<file path="src/rtl/ram_req_master.sv">
// ram_req_master: request front end for a single-clock dual-port RAM.
//   Accepts a valid/ready stream of writes and reads, drives the RAM write
//   and read ports one cycle after acceptance, captures the registered RAM
//   read data and returns {addr, data} for reads through a response FIFO
//   in request order.
// Ports:
//   clk, rst                  clock, asynchronous active-high reset
//   req_valid/req_ready       request handshake
//   req_wr/req_addr/req_wdata request payload (1 = write)
//   rsp_valid/rsp_ready       response handshake
//   rsp_addr/rsp_data         head-of-FIFO read response
//   ram_wr_*/ram_rd_*         RAM port connections (rd_data has 1-cycle latency)
//   rd_inflight               reads issued to the RAM but not yet buffered
module ram_req_master #(
  parameter int ADDR_WIDTH = 8,
  parameter int DATA_WIDTH = 8,
  parameter int RSP_DEPTH  = 4
) (
  input  logic                  clk,
  input  logic                  rst,
  input  logic                  req_valid,
  output logic                  req_ready,
  input  logic                  req_wr,
  input  logic [ADDR_WIDTH-1:0] req_addr,
  input  logic [DATA_WIDTH-1:0] req_wdata,
  output logic                  rsp_valid,
  input  logic                  rsp_ready,
  output logic [ADDR_WIDTH-1:0] rsp_addr,
  output logic [DATA_WIDTH-1:0] rsp_data,
  output logic                  ram_wr_enbl,
  output logic [ADDR_WIDTH-1:0] ram_wr_addr,
  output logic [DATA_WIDTH-1:0] ram_wr_data,
  output logic                  ram_rd_enbl,
  output logic [ADDR_WIDTH-1:0] ram_rd_addr,
  input  logic [DATA_WIDTH-1:0] ram_rd_data,
  output logic [2:0]            rd_inflight
);

  localparam int PW = (RSP_DEPTH > 1) ? $clog2(RSP_DEPTH) : 1;
  localparam int CW = PW + 1;
  localparam logic [CW:0] DEPTH_V = (CW+1)'(RSP_DEPTH);

  // RAM port registers; rd_en_q doubles as the stage-1 read flag
  logic                  wr_en_q, wr_en_d;
  logic [ADDR_WIDTH-1:0] wr_addr_q, wr_addr_d;
  logic [DATA_WIDTH-1:0] wr_data_q, wr_data_d;
  logic                  rd_en_q, rd_en_d;
  logic [ADDR_WIDTH-1:0] rd_addr_q, rd_addr_d;
  // stage 2: RAM output valid this cycle, pushed into the FIFO at its end
  logic                  s2_q, s2_d;
  logic [ADDR_WIDTH-1:0] s2_addr_q, s2_addr_d;

  logic [ADDR_WIDTH-1:0] fifo_addr_q [RSP_DEPTH];
  logic [DATA_WIDTH-1:0] fifo_data_q [RSP_DEPTH];
  logic [PW-1:0]         wptr_q, wptr_d, rptr_q, rptr_d;
  logic [CW-1:0]         count_q, count_d;

  logic          accept, push, pop, full;
  logic [CW:0]   used;

  // Credit counts both buffered and in-flight reads so a push can never
  // find the FIFO full.
  assign rd_inflight = {2'b00, rd_en_q} + {2'b00, s2_q};
  assign used        = {1'b0, count_q} + (CW+1)'(rd_inflight);
  assign req_ready   = !rst && (used < DEPTH_V);
  assign accept      = req_valid && req_ready;

  assign full      = (count_q == CW'(RSP_DEPTH));
  assign rsp_valid = (count_q != '0);
  assign push      = s2_q;
  assign pop       = rsp_valid && rsp_ready;
  assign rsp_addr  = fifo_addr_q[rptr_q];
  assign rsp_data  = fifo_data_q[rptr_q];

  assign ram_wr_enbl = wr_en_q;
  assign ram_wr_addr = wr_addr_q;
  assign ram_wr_data = wr_data_q;
  assign ram_rd_enbl = rd_en_q;
  assign ram_rd_addr = rd_addr_q;

  always_comb begin
    wr_en_d   = accept && req_wr;
    wr_addr_d = wr_addr_q;
    wr_data_d = wr_data_q;
    rd_en_d   = accept && !req_wr;
    rd_addr_d = rd_addr_q;
    s2_d      = rd_en_q;
    s2_addr_d = s2_addr_q;
    wptr_d    = wptr_q;
    rptr_d    = rptr_q;
    count_d   = count_q;

    if (accept && req_wr) begin
      wr_addr_d = req_addr;
      wr_data_d = req_wdata;
    end
    if (accept && !req_wr) begin
      rd_addr_d = req_addr;
    end
    if (rd_en_q) begin
      s2_addr_d = rd_addr_q;
    end

    if (push) wptr_d = wptr_q + PW'(1);
    if (pop)  rptr_d = rptr_q + PW'(1);
    if (push && !pop)      count_d = count_q + CW'(1);
    else if (pop && !push) count_d = count_q - CW'(1);
  end

  always_ff @(posedge clk or posedge rst) begin
    if (rst) begin
      wr_en_q   <= 1'b0;
      wr_addr_q <= '0;
      wr_data_q <= '0;
      rd_en_q   <= 1'b0;
      rd_addr_q <= '0;
      s2_q      <= 1'b0;
      s2_addr_q <= '0;
      wptr_q    <= '0;
      rptr_q    <= '0;
      count_q   <= '0;
      for (int unsigned i = 0; i < RSP_DEPTH; i++) begin
        fifo_addr_q[i] <= '0;
        fifo_data_q[i] <= '0;
      end
    end else begin
      wr_en_q   <= wr_en_d;
      wr_addr_q <= wr_addr_d;
      wr_data_q <= wr_data_d;
      rd_en_q   <= rd_en_d;
      rd_addr_q <= rd_addr_d;
      s2_q      <= s2_d;
      s2_addr_q <= s2_addr_d;
      wptr_q    <= wptr_d;
      rptr_q    <= rptr_d;
      count_q   <= count_d;
      if (push) begin
        fifo_addr_q[wptr_q] <= s2_addr_q;
        fifo_data_q[wptr_q] <= ram_rd_data;
      end
    end
  end

  a_no_overflow: assert property (@(posedge clk) disable iff (rst) !(push && full));

endmodule

</file>
<file path="config.mk">
export PLATFORM = sky130hd
export DESIGN_NAME = ram_req_master
export DESIGN_NICKNAME = d
export VERILOG_FILES = /design/src/rtl/ram_req_master.sv
export SDC_FILE = /design/constraint.sdc
export NUM_CORES = 1
export LEC_CHECK = 0
export BUFFER_PORTS_ARGS = -buffer_cell sky130_fd_sc_hd__clkbuf_2
export CORE_MARGIN = 1
export CORE_UTILIZATION = 55
export DETAILED_ROUTE_END_ITERATION = 7
export PLACE_DENSITY_LB_ADDON = 0.05
export REMOVE_ABC_BUFFERS = 1
export SLEW_MARGIN = 20
export SYNTH_ARGS = -nofsm -noshare
export SYNTH_HDL_FRONTEND = slang
export SYNTH_SLANG_ARGS = --single-unit
</file>
<file path="constraint.sdc">
create_clock -name clk -period 3.7 [get_ports clk]
set_input_delay 0.185 -clock clk [delete_from_list [all_inputs] [get_ports clk]]
set_output_delay 0.185 -clock clk [all_outputs]
set_load 0.05 [all_outputs]
</file>
Word level (Yosys, flattened, before mapping):

Index checks and enable logic that the tools add are counted.

* input bits: 29
* bits in registers: 106
* logic and storage cells: 56
* output and inout port bits: 47

* add/subtract/negate cells: 6
* magnitude comparators: 4
* bitwise logic cells: 2
* reductions and logical operators: 14
* muxes and demuxes: 12

Operators by type and width (number)
* $bwmux 32: 2
* $mux 8: 5
* $bmux 8 s2: 2
* $demux 8 s2: 1
* $logic_and 1x1->1: 8
* $ge 3x3->1 const B: 2
* $mux 3: 2
* $not 2->3: 2
* $add 2x1->2 const B: 2
* $add 3x2->4: 1
* $logic_not 1->1: 4
* $lt 4x3->1 const B: 1
* $add 3x1->3 const B: 1
* $lt 3x1->1 const B: 1
* $reduce_bool 3->1: 1
* $sub 3x1->3 const B: 1
* $add 1x1->2: 1
* $reduce_bool 2->1: 1

Longest topological paths before layout:

Gate-level depths: netlist (run 1).

* word-level depth: 6
* mapped depth: 8
* depth with buffers taken out: 8

Least setup slack after synthesis (run 1):

Ideal clock, no wire load.

* path type: register to output
* start: reg rd_en_q (netlist: ram_rd_enbl)
* end: out req_ready
* data required time: 3.515 ns
* slack: 0.319 ns
* arrival time: 3.196 ns
* path buffers: 0
* stages on the path, launching flop included: 5
* path through: dfrtp_1 ha_1 ha_1 and3_2 nor4_1

* longest elaborated chain between the ends: 4

Ends and longest elaborated chain
* from (decl): line 47 `logic rd_en_q, rd_en_d;`
* from (signal assigned): line 130 `rd_en_q <= rd_en_d;`
* $add 1x1->2: line 63 `assign rd_inflight = {2'b00, rd_en_q} + {2'b00, s2_q};`
* via rd_inflight[1]: line 36 `output logic [2:0] rd_inflight`
* $add 3x2->4: line 64 `assign used = {1'b0, count_q} + (CW+1)'(rd_inflight);`
* $lt 4x3->1: line 65 `assign req_ready = !rst && (used < DEPTH_V);`
* $logic_and 1x1->1: line 65
* to (decl): line 22 `output logic req_ready,`

The timed path passes the listed nets, and every way through them passes these cells.

Worst setup path in the final report (run 1):

* start: reg rd_en_q (netlist: ram_rd_enbl)
* end: reg wr_addr_q[1] (netlist: ram_wr_addr[1])

* longest elaborated chain between the ends: 6

Ends and longest elaborated chain
* $add 1x1->2: line 63
* $add 3x2->4: line 64
* $lt 4x3->1: line 65
* $logic_and 1x1->1: line 65
* $logic_and 1x1->1: line 66 `assign accept = req_valid && req_ready;`
* $logic_and 1x1->1: line 93 `if (accept && req_wr) begin`
* to (signal assigned): line 128 `wr_addr_q <= wr_addr_d;`
* to (decl): line 45 `logic [ADDR_WIDTH-1:0] wr_addr_q, wr_addr_d;`

No other way between the ends.
A chain may end at the register's enable or synchronous reset.

==> results of run 1 <==
[registers in the layout (all words and copies together) (netlist names)]
name and cells:
wptr_q 2, rptr_q 2, s2_addr_q 8, count_q 3, push 1, ram_rd_enbl 1
fifo_addr_q 32, fifo_data_q 32, ram_wr_addr 8, ram_wr_data 8, ram_wr_enbl 1, ram_rd_addr 8
[how the worst max path moves through the flow]
stage	depth (start not counted)	startpoint	endpoint	slack, ns
after CTS	5	ram_rd_enbl$_DFF_PP0_	ram_wr_addr[1]$_DFFE_PP0P_	0.84
after global placement	5	ram_rd_enbl$_DFF_PP0_	ram_wr_data[6]$_DFFE_PP0P_	0.91
after global routing	5	ram_rd_enbl$_DFF_PP0_	ram_wr_data[6]$_DFFE_PP0P_	0.76
after floorplan	4	ram_rd_enbl$_DFF_PP0_	req_ready	0.14
final	5	ram_rd_enbl$_DFF_PP0_	ram_wr_addr[1]$_DFFE_PP0P_	0.88
after detailed placement	5	ram_rd_enbl$_DFF_PP0_	ram_wr_data[3]$_DFFE_PP0P_	0.86
[cell usage in the layout, fill, tap and decap left out, drive strengths merged]
cell type,Yosys,routed
ha,7,7
nor3,1,1
clkinv,0,3
or3b,1,1
or3,1,1
xnor2,3,3
inv,5,7
conb,1,1
fa,1,1
and3,1,1
clkbuf,8,83
nor4,1,1
mux2,97,97
clkinvlp,0,1
nand3,1,1
bufinv,0,1
or4b,1,1
mux4,16,16
nor2,1,1
o21ai,1,1
buf,5,2
nand2,6,6
xor2,3,3
dfrtp,106,106
[metrics by stage]
stage | util [%] | setup slack [ns]
global route | 65.7 | 0.761
detailed placement | 63.1 | 0.864
global placement | 63.1 | 0.909
floorplan | - | 0.143
CTS | 65.7 | 0.838
finish | 65.7 | 0.879
[synthesized netlist by cell type]
master,n
nand3_1,1
or3b_1,1
fa_1,1
nand2_1,6
clkbuf_1,8
inv_1,5
and3_2,1
nor3_2,1
buf_1,1
o21ai_0,1
mux2_4,9
dfrtp_1,106
or4b_4,1
conb_1,1
buf_4,1
buf_2,1
xor2_1,3
mux4_2,16
ha_1,7
buf_6,1
buf_12,1
nor2_1,1
or3_2,1
mux2_2,88
xnor2_1,3
nor4_1,1
[logic make-up (layout without fill, tap and decap cells)]
logic type               count (synthesis)  after routing  synth area share, %
other                                    1              1               0.0835
XOR/XNOR                                 6              6                 1.17
AO/OA/AOI/OAI                            1              1                0.111
flip-flops                             106            106                 59.1
buffers and inverters                   18             97                 2.15
adder cells (fa/ha/maj)                  8              8                 2.40
multiplexers                           113            113                 33.1
AND/OR/NAND/NOR                         14             14                 1.90
[worst register-to-register path, delay by kind of cell, from the launching register on]
kind,cells,cell delay (ns)
muxes,1,0.43
and+or+nand+nor,2,1.25
adders and majority gates,2,0.50
DFF,1,0.53
[cell type report]
cell class / count / area [µm²] / area share, %
flip-flops and latches: 106 / 2650 / 51.7
inverters: 5 / 21.3 / 0.415
well taps: 102 / 128 / 2.49
clock inverters: 7 / 77.6 / 1.51
multi-input cells: 143 / 1740 / 33.9
clock buffers: 9 / 124 / 2.42
repair buffers: 76 / 385 / 7.51
[layer usage]
layer | vias up | GRT usage [%] | wire length (µm)
li1 | 1117 | - | -
met1 | 1216 | 26.5 | 3430
met2 | 68 | 29.9 | 3470
met3 | 8 | 5.50 | 391
met4 | 0 | 5.99 | 99
met5 | - | 0 | 0
==> results.sh, run 1 <==
export IMPL_cp_start_kind="register"
export IMPL_r2r_start="ram_rd_enbl$_DFF_PP0_"
export IMPL_wire_per_inst_um=16.5
export IMPL_ioPinCount=76
export IMPL_dieWidth_um=92.3
export IMPL_numCtsBuffers=9
export IMPL_final_nets=378
export IMPL_yosysTopAreaCellShare_pct=59.1
export IMPL_area_growth_pct=14.2
export IMPL_slew_viol_final=0
export IMPL_vias=2409
export IMPL_antenna_cells=0
export IMPL_post_cts_buffers=0
export IMPL_drtIter0Drc=24
export IMPL_wl_mm=7.39
export IMPL_overflow=0
export IMPL_cts_tree="done"
export IMPL_finalWeightedCongestion=0.644
export IMPL_cts_sinks=106
export IMPL_max_slew_margin_pct=34.2
export IMPL_synth_area_leader_cell="dfrtp_1"
export IMPL_fin_skew_ns=0.00713
export IMPL_final_hold_viol_count=0
export IMPL_min_period_ns=2.82
export IMPL_critPathCaptureType="register"
export IMPL_regToRegSetupSlack_ns=0.88
export IMPL_critPathMaxFanout=17
export IMPL_finalCritPeriodShare_pct=76.2
export IMPL_die_height_um=92.3
export IMPL_cts_root_buf="clkbuf_8"
export IMPL_cp_cell_sequence="ha_1 > ha_1 > or4b_4 > or3b_1 > mux2_4"
export IMPL_cp_top_family="simple AND/OR/NAND/NOR gates"
export IMPL_dp_cells=432
export IMPL_coreArea_mm2=0.00781
export IMPL_dp_hpwl_mm=4.82
export IMPL_reg2reg_depth=5
export IMPL_grt_antenna_before_repair=0
export IMPL_syn_avg_cell_area_um2=16.8
export IMPL_path_class="register to register"
export IMPL_place_area_mm2=0.00493
export IMPL_yosysWarnings=0
export IMPL_first_pass_iters=3
export IMPL_nFillCells=586
export IMPL_cap_violations=0
export IMPL_final_cells=448
export IMPL_drive_above_1_share_pct=60.7
export IMPL_fin_hold_ws_ns=0.0402
export IMPL_tightest_slew_ns=0.986
export IMPL_cts_resized=0
export IMPL_die_area_mm2=0.00853
export IMPL_synth_cell_types=26
export IMPL_initial_core_util_pct=57.5
export IMPL_setup_tns_ns=0
export IMPL_rsz0062_at_grt="false"
export IMPL_synth_seq_area_share_pct=59.1
export IMPL_status="complete, no violations"
export IMPL_cpMaxStageDelayCell="or3b_1"
export IMPL_rows=32
export IMPL_htree_levels=3
export IMPL_final_setup_viol_count=0
export IMPL_design_area_mm2=0.00513
export IMPL_max_freq_mhz=354
export IMPL_regToRegEndpoint="ram_wr_addr[1]$_DFFE_PP0P_"
export IMPL_drc=0
export IMPL_clk_path_buf_depth=2
export IMPL_grt_pass1_vias=2474
export IMPL_track_usage_pct=19.2
export IMPL_grt_pass1_wl_mm=12.5
export IMPL_ys_top_cells_by_area="dfrtp_1, mux2_2, mux4_2"
export IMPL_critPathBufInv=0
export IMPL_clk_pin_slew_ns=0.10
export IMPL_cts_hold_buf=0
export IMPL_postRouteAntennaNets=0
export IMPL_critPathArrivalTime_ns=3.07
export IMPL_hold_class="input pin to asynchronous set/reset pin"
export IMPL_clkLatencyLatePin_ns=0.37
export IMPL_grt_start_max_net_pins=84
export IMPL_crit_top_cell="ha_1"
export IMPL_vias_per_cell=5.38
export IMPL_ys_ff_latch=106
export IMPL_synth_area_mm2=0.00449
export IMPL_numPortBuffers=74
export IMPL_cpPeakStageDelay_ns=0.73
export IMPL_synthCells=267
export IMPL_required_ns=3.95
Power of run 1 is left out: the tool's default activity adds up to more than one toggle a clock period on the data nets, which glitch-free logic cannot reach.
==> inputs of run 2 (changes only) <==
- clock period: 3.7 -> 2.7 ns (I/O delays scaled with it)
==> run 2 against run 1 <==
Via count increased by 2.8%. Wire length increased by 1.2%. Count of clock-buffer cells in the layout increased by 1. Sequential share of layout area decreased by 1.8 points. Highest routed layer unchanged. Critical path type unchanged. Fmax increased by 19%. Non-clock buffer count increased by 18. Register-to-register slack got worse by 0.55 ns. Utilization increased by 2.4 points. Cell count increased by 4.0%. Clock skew increased by 0.0066 ns. Global-route usage increased by 0.64 points.
==> results.sh, run 2 (synthesis results as in run 1) <==
export IMPL_grt_antenna_before_repair=0
export IMPL_ioPinCount=76
export IMPL_antenna_cells=0
export IMPL_rows=32
export IMPL_cts_resized=0
export IMPL_drtIter0Drc=52
export IMPL_fin_skew_ns=0.0137
export IMPL_critPathMaxFanout=17
export IMPL_grt_pass1_wl_mm=12.8
export IMPL_drc=0
export IMPL_die_area_mm2=0.00853
export IMPL_drive_above_1_share_pct=59.9
export IMPL_p_sw_mw=2.97
export IMPL_vias=2477
export IMPL_p_sw_share_pct=42.2
export IMPL_power_density_mw_per_mm2=1320
export IMPL_overflow=0
export IMPL_max_slew_margin_pct=45.2
export IMPL_wire_per_inst_um=16.0
export IMPL_min_period_ns=2.37
export IMPL_setup_ws_ns=0.334
export IMPL_fin_hold_ws_ns=0.0230
export IMPL_finalCritPeriodShare_pct=87.6
export IMPL_cts_tree="done"
export IMPL_final_setup_viol_count=0
export IMPL_place_area_mm2=0.00501
export IMPL_required_ns=2.95
export IMPL_total_power_mw=7.03
export IMPL_final_cells=466
export IMPL_finalWeightedCongestion=0.662
export IMPL_htree_levels=3
export IMPL_area_growth_pct=18.4
export IMPL_reg2reg_depth=6
export IMPL_initial_core_util_pct=57.5
export IMPL_tightest_slew_ns=0.822
export IMPL_status="complete, no violations"
export IMPL_p_leak_nw=2.56
export IMPL_postRouteAntennaNets=0
export IMPL_r2r_start="ram_rd_enbl$_DFF_PP0_"
export IMPL_ir_drop_uv=660
export IMPL_whs_endpoint="ram_wr_addr[5]$_DFFE_PP0P_"
export IMPL_max_freq_mhz=423
export IMPL_final_cell_mix="dfrtp_1, mux2_2, clkbuf_2, mux4_2, buf_4"
export IMPL_hold_class="input pin to register"
export IMPL_dieWidth_um=92.3
export IMPL_power_share_sequential_pct=39.2
export IMPL_track_usage_pct=19.9
export IMPL_cts_root_buf="clkbuf_8"
export IMPL_dp_cells=441
export IMPL_p_int_mw=4.06
export IMPL_layout_commonest_cell="dfrtp_1"
export IMPL_rsz0062_at_grt="false"
export IMPL_clk_path_buf_depth=2
export IMPL_critPathArrivalTime_ns=2.61
export IMPL_dp_hpwl_mm=4.79
export IMPL_final_util_pct=68.1
export IMPL_clk_pin_slew_ns=0.10
export IMPL_slew_viol_final=0
export IMPL_grt_start_max_net_pins=107
export IMPL_vias_per_cell=5.32
export IMPL_first_pass_iters=4
export IMPL_regToRegSetupSlack_ns=0.33
export IMPL_numPortBuffers=74
export IMPL_post_cts_buffers=0
export IMPL_final_hold_viol_count=0
export IMPL_critPathCaptureType="register"
export IMPL_cts_sinks=106
export IMPL_preCtsSetupSlack_ns=0.332
export IMPL_final_nets=396
export IMPL_coreArea_mm2=0.00781
export IMPL_setup_tns_ns=0
export IMPL_die_height_um=92.3
export IMPL_cap_violations=0
export IMPL_reg_top3="fifo_addr_q x32, fifo_data_q x32"
export IMPL_design_area_mm2=0.00532
export IMPL_hold_depth=2
export IMPL_cp_start_kind="register"
export IMPL_path_class="register to register"
export IMPL_numCtsBuffers=9
export IMPL_power_frac_comb_pct=45.9
export IMPL_clkLatencyLatePin_ns=0.36
export IMPL_clkPwrFrac_pct=14.9
export IMPL_wl_mm=7.48
export IMPL_grt_pass1_vias=2644
export IMPL_regToRegEndpoint="ram_wr_addr[1]$_DFFE_PP0P_"
export IMPL_hold_start="req_addr[5]"
-- run 2: worst max-delay path by stage --
stage / endpoint / depth (start not counted) / startpoint
CTS: ram_wr_addr[0]$_DFFE_PP0P_ / 6 / ram_rd_enbl$_DFF_PP0_
global placement: ram_wr_addr[0]$_DFFE_PP0P_ / 6 / ram_rd_enbl$_DFF_PP0_
finish: ram_wr_addr[1]$_DFFE_PP0P_ / 6 / ram_rd_enbl$_DFF_PP0_
global route: ram_wr_addr[1]$_DFFE_PP0P_ / 6 / ram_rd_enbl$_DFF_PP0_
floorplan: req_ready / 4 / ram_rd_enbl$_DFF_PP0_
detailed placement: ram_wr_data[5]$_DFFE_PP0P_ / 6 / ram_rd_enbl$_DFF_PP0_
-- run 2: timing repair --
item,in CTS,in global routing
setup endpoints to repair,0,0
endpoints found under the hold margin,114,0
hold buffers,9,0
-- run 2: area by class of cell --
| cell class | instances | area (µm²) |
|---|---|---|
| Tap cell | 102 | 128 |
| Sequential cell | 106 | 2650 |
| Clock buffer | 10 | 128 |
| Clock inverter | 6 | 90.1 |
| Inverter | 5 | 21.3 |
| Timing Repair Buffer | 94 | 556 |
| Fill cell | 569 | 2490 |
| Multi-Input combinational cell | 143 | 1740 |
-- run 2: worst max-delay path: stages, from the launching register on --
cell	delay [ns]
dfrtp_1	0.39
ha_1	0.21
ha_1	0.23
or4b_4	0.53
or3b_1	0.36
buf_4	0.22
mux2_4	0.31
-- run 2: layer usage --
| layer | global-route usage [%] | routed length (µm) | up-vias |
|---|---|---|---|
| met5 | 0 | 0 | - |
| met4 | 5.86 | 58 | 0 |
| met3 | 5.83 | 424 | 5 |
| met2 | 32.0 | 3690 | 72 |
| met1 | 26.4 | 3300 | 1254 |
| li1 | - | - | 1146 |
-- run 2: power by group through the flow --
| stage | sequential, mW | combinational (mW) | clock [mW] |
|---|---|---|---|
| after floorplan | 3.37 | 2.00 | 0 |
| after global placement | 2.77 | 3.19 | 0 |
| after detailed placement | 2.79 | 3.26 | 0 |
| after CTS | 2.77 | 3.27 | 1.08 |
| after global routing | 2.88 | 3.42 | 1.14 |
| final | 2.76 | 3.23 | 1.05 |
Power figures use the tool's default switching activity.
==> inputs of run 3 (changes only) <==
- CORE_UTILIZATION: 55 -> 50
- clock period: 2.7 -> 1.9 ns (I/O delays scaled with it)
==> run 3 against run 2 <==
The run now ends with setup timing left. Critical path type unchanged. Cell count increased by 9.0%. Setup slack got worse by 0.74 ns. Clock skew about the same. Wire length increased by 16%.
==> results.sh, run 3 (synthesis results as in run 1) <==
export IMPL_area_growth_pct=28.7
export IMPL_finalWeightedCongestion=0.666
export IMPL_vias_per_cell=5.19
export IMPL_path_class="register to register"
export IMPL_total_power_mw=10.4
export IMPL_cts_root_buf="clkbuf_8"
export IMPL_cpPeakStageDelay_ns=0.48
export IMPL_reg_top3="fifo_addr_q x32, fifo_data_q x32"
export IMPL_met3_usage_pct=4.05
export IMPL_final_hold_viol_count=0
export IMPL_violations="setup timing"
export IMPL_p_leak_nw=2.78
export IMPL_design_area_mm2=0.00578
export IMPL_final_util_pct=66.2
export IMPL_slew_viol_final=0
export IMPL_critPathBufInv=1
export IMPL_fin_skew_ns=0.0141
export IMPL_r2r_start="push$_DFF_PP0_"
export IMPL_coreArea_mm2=0.00872
export IMPL_finalCritPeriodShare_pct=121
export IMPL_final_setup_viol_count=28
export IMPL_cts_sinks=106
export IMPL_hold_start="ram_rd_data[4]"
export IMPL_final_nets=432
export IMPL_cp_start_kind="register"
export IMPL_cp_top_family="simple AND/OR/NAND/NOR gates"
export IMPL_grt_pass1_wl_mm=14.8
export IMPL_critPathCaptureType="register"
export IMPL_final_cells=508
export IMPL_setup_ws_ns=-0.403
export IMPL_postRouteAntennaNets=0
export IMPL_die_height_um=96.8
export IMPL_clk_pin_slew_ns=0.11
export IMPL_grt_antenna_before_repair=0
export IMPL_die_area_mm2=0.00936
export IMPL_max_freq_mhz=434
export IMPL_cpMaxStageDelayCell="or4b_4"
export IMPL_wl_mm=8.67
export IMPL_first_pass_iters=4
export IMPL_dieWidth_um=96.8
export IMPL_numCtsBuffers=9
export IMPL_setup_tns_ns=-8.69
export IMPL_final_cell_mix="dfrtp_1, mux2_2, clkbuf_2, buf_4, dlygate4sd3_1"
export IMPL_required_ns=2.16
export IMPL_worstSetupStartpoint="push$_DFF_PP0_"
export IMPL_dp_hpwl_mm=5.33
export IMPL_vias=2637
export IMPL_antenna_cells=0
export IMPL_dp_cells=461
export IMPL_cts_tree="done"
export IMPL_ir_drop_uv=1060
export IMPL_busiest_layer="met2"
export IMPL_ioPinCount=76
export IMPL_clkLatencyLatePin_ns=0.36
export IMPL_drc=0
export IMPL_status="finished, violations left"
export IMPL_initial_core_util_pct=51.5
export IMPL_min_period_ns=2.30
export IMPL_met2_usage_pct=32.8
export IMPL_clk_path_buf_depth=2
export IMPL_critPathMaxFanout=4
export IMPL_met1_usage_pct=27.3
export IMPL_crit_top_cell="ha_4"
export IMPL_cp_cell_sequence="ha_4 > ha_4 > or4b_4 > or3b_4 > clkbuf_16 > mux2_4"
export IMPL_power_density_mw_per_mm2=1790
export IMPL_cap_violations=0
export IMPL_track_usage_pct=20.3
export IMPL_htree_levels=3
export IMPL_drtIter0Drc=78
export IMPL_layout_commonest_cell="dfrtp_1"
export IMPL_hold_class="input pin to register"
export IMPL_drive_above_1_share_pct=63.5
export IMPL_numPortBuffers=74
export IMPL_rows=34
export IMPL_wire_per_inst_um=17.1
export IMPL_regToRegSetupSlack_ns=-0.40
export IMPL_rsz0062_at_grt="true"
export IMPL_grt_start_max_net_pins=38
export IMPL_place_area_mm2=0.00516
export IMPL_grt_pass1_vias=2886
export IMPL_critPathArrivalTime_ns=2.57
export IMPL_overflow=0
run 3: what timing repair did:
| item | in CTS | in global routing |
|---|---|---|
| buffers inserted | 2 | 6 |
| hold buffers | 18 | 1 |
| gates resized for setup | 18 | 10 |
| cloned | 2 | 2 |
| endpoints found under the setup margin | 29 | 45 |
| endpoints found under the hold margin | 57 | 4 |
| pin swaps | 4 | 7 |
run 3: worst register-to-register path: stages (launching register included):
cell and delay (ns):
dfrtp_1 0.42, ha_4 0.18, ha_4 0.16, or4b_4 0.48, or3b_4 0.48, clkbuf_16 0.19, mux2_4 0.30
run 3: path summary, 6_finish.rpt:
kind	endpoint	depth (start not counted)
worst max-delay path	ram_wr_data[6]$_DFFE_PP0P_	6
min in group asynchronous	ram_wr_enbl$_DFF_PP0_	3
worst max register to register	ram_wr_data[6]$_DFFE_PP0P_	6
max in group asynchronous	rptr_q[0]$_DFFE_PP0P_	4
worst min-delay path	fifo_data_q[20]$_DFFE_PP0P_	2
worst min register to register	fifo_addr_q[2]$_DFFE_PP0P_	1
run 3: final cells by class:
class / count / area (µm²)
well taps: 108 / 135
clock inverters: 7 / 75.1
multi-input cells: 143 / 1800
clock buffers: 9 / 124
repair buffers: 130 / 963
flip-flops and latches: 106 / 2650
inverters: 5 / 21.3
fillers: 630 / 2940
run 3: per-stage QoR:
| step | worst slack (ns) | hold slack, ns |
|---|---|---|
| floorplan | -1.57 | 0.223 |
| global placement | -0.407 | 0.166 |
| detailed placement | -0.437 | 0.164 |
| CTS | -0.392 | 0.000701 |
| global route | -0.435 | 0.00296 |
| finish | -0.403 | 0.0121 |
run 3: layer usage:
| metal | vias up | share of wire, % |
|---|---|---|
| met5 | - | 0 |
| met3 | 7 | 3.4 |
| met2 | 65 | 50 |
| li1 | 1221 | - |
| met1 | 1344 | 45 |
| met4 | 0 | 1.1 |
run 3: where the power goes:
part	total, mW	internal [mW]	switching (mW)	leakage (nW)
Sequential	3.87	3.25	0.615	1.30
Clock	1.41	0.622	0.786	0.104
Combinational	5.07	2.08	3.00	1.37
Total	10.4	5.95	4.40	2.78
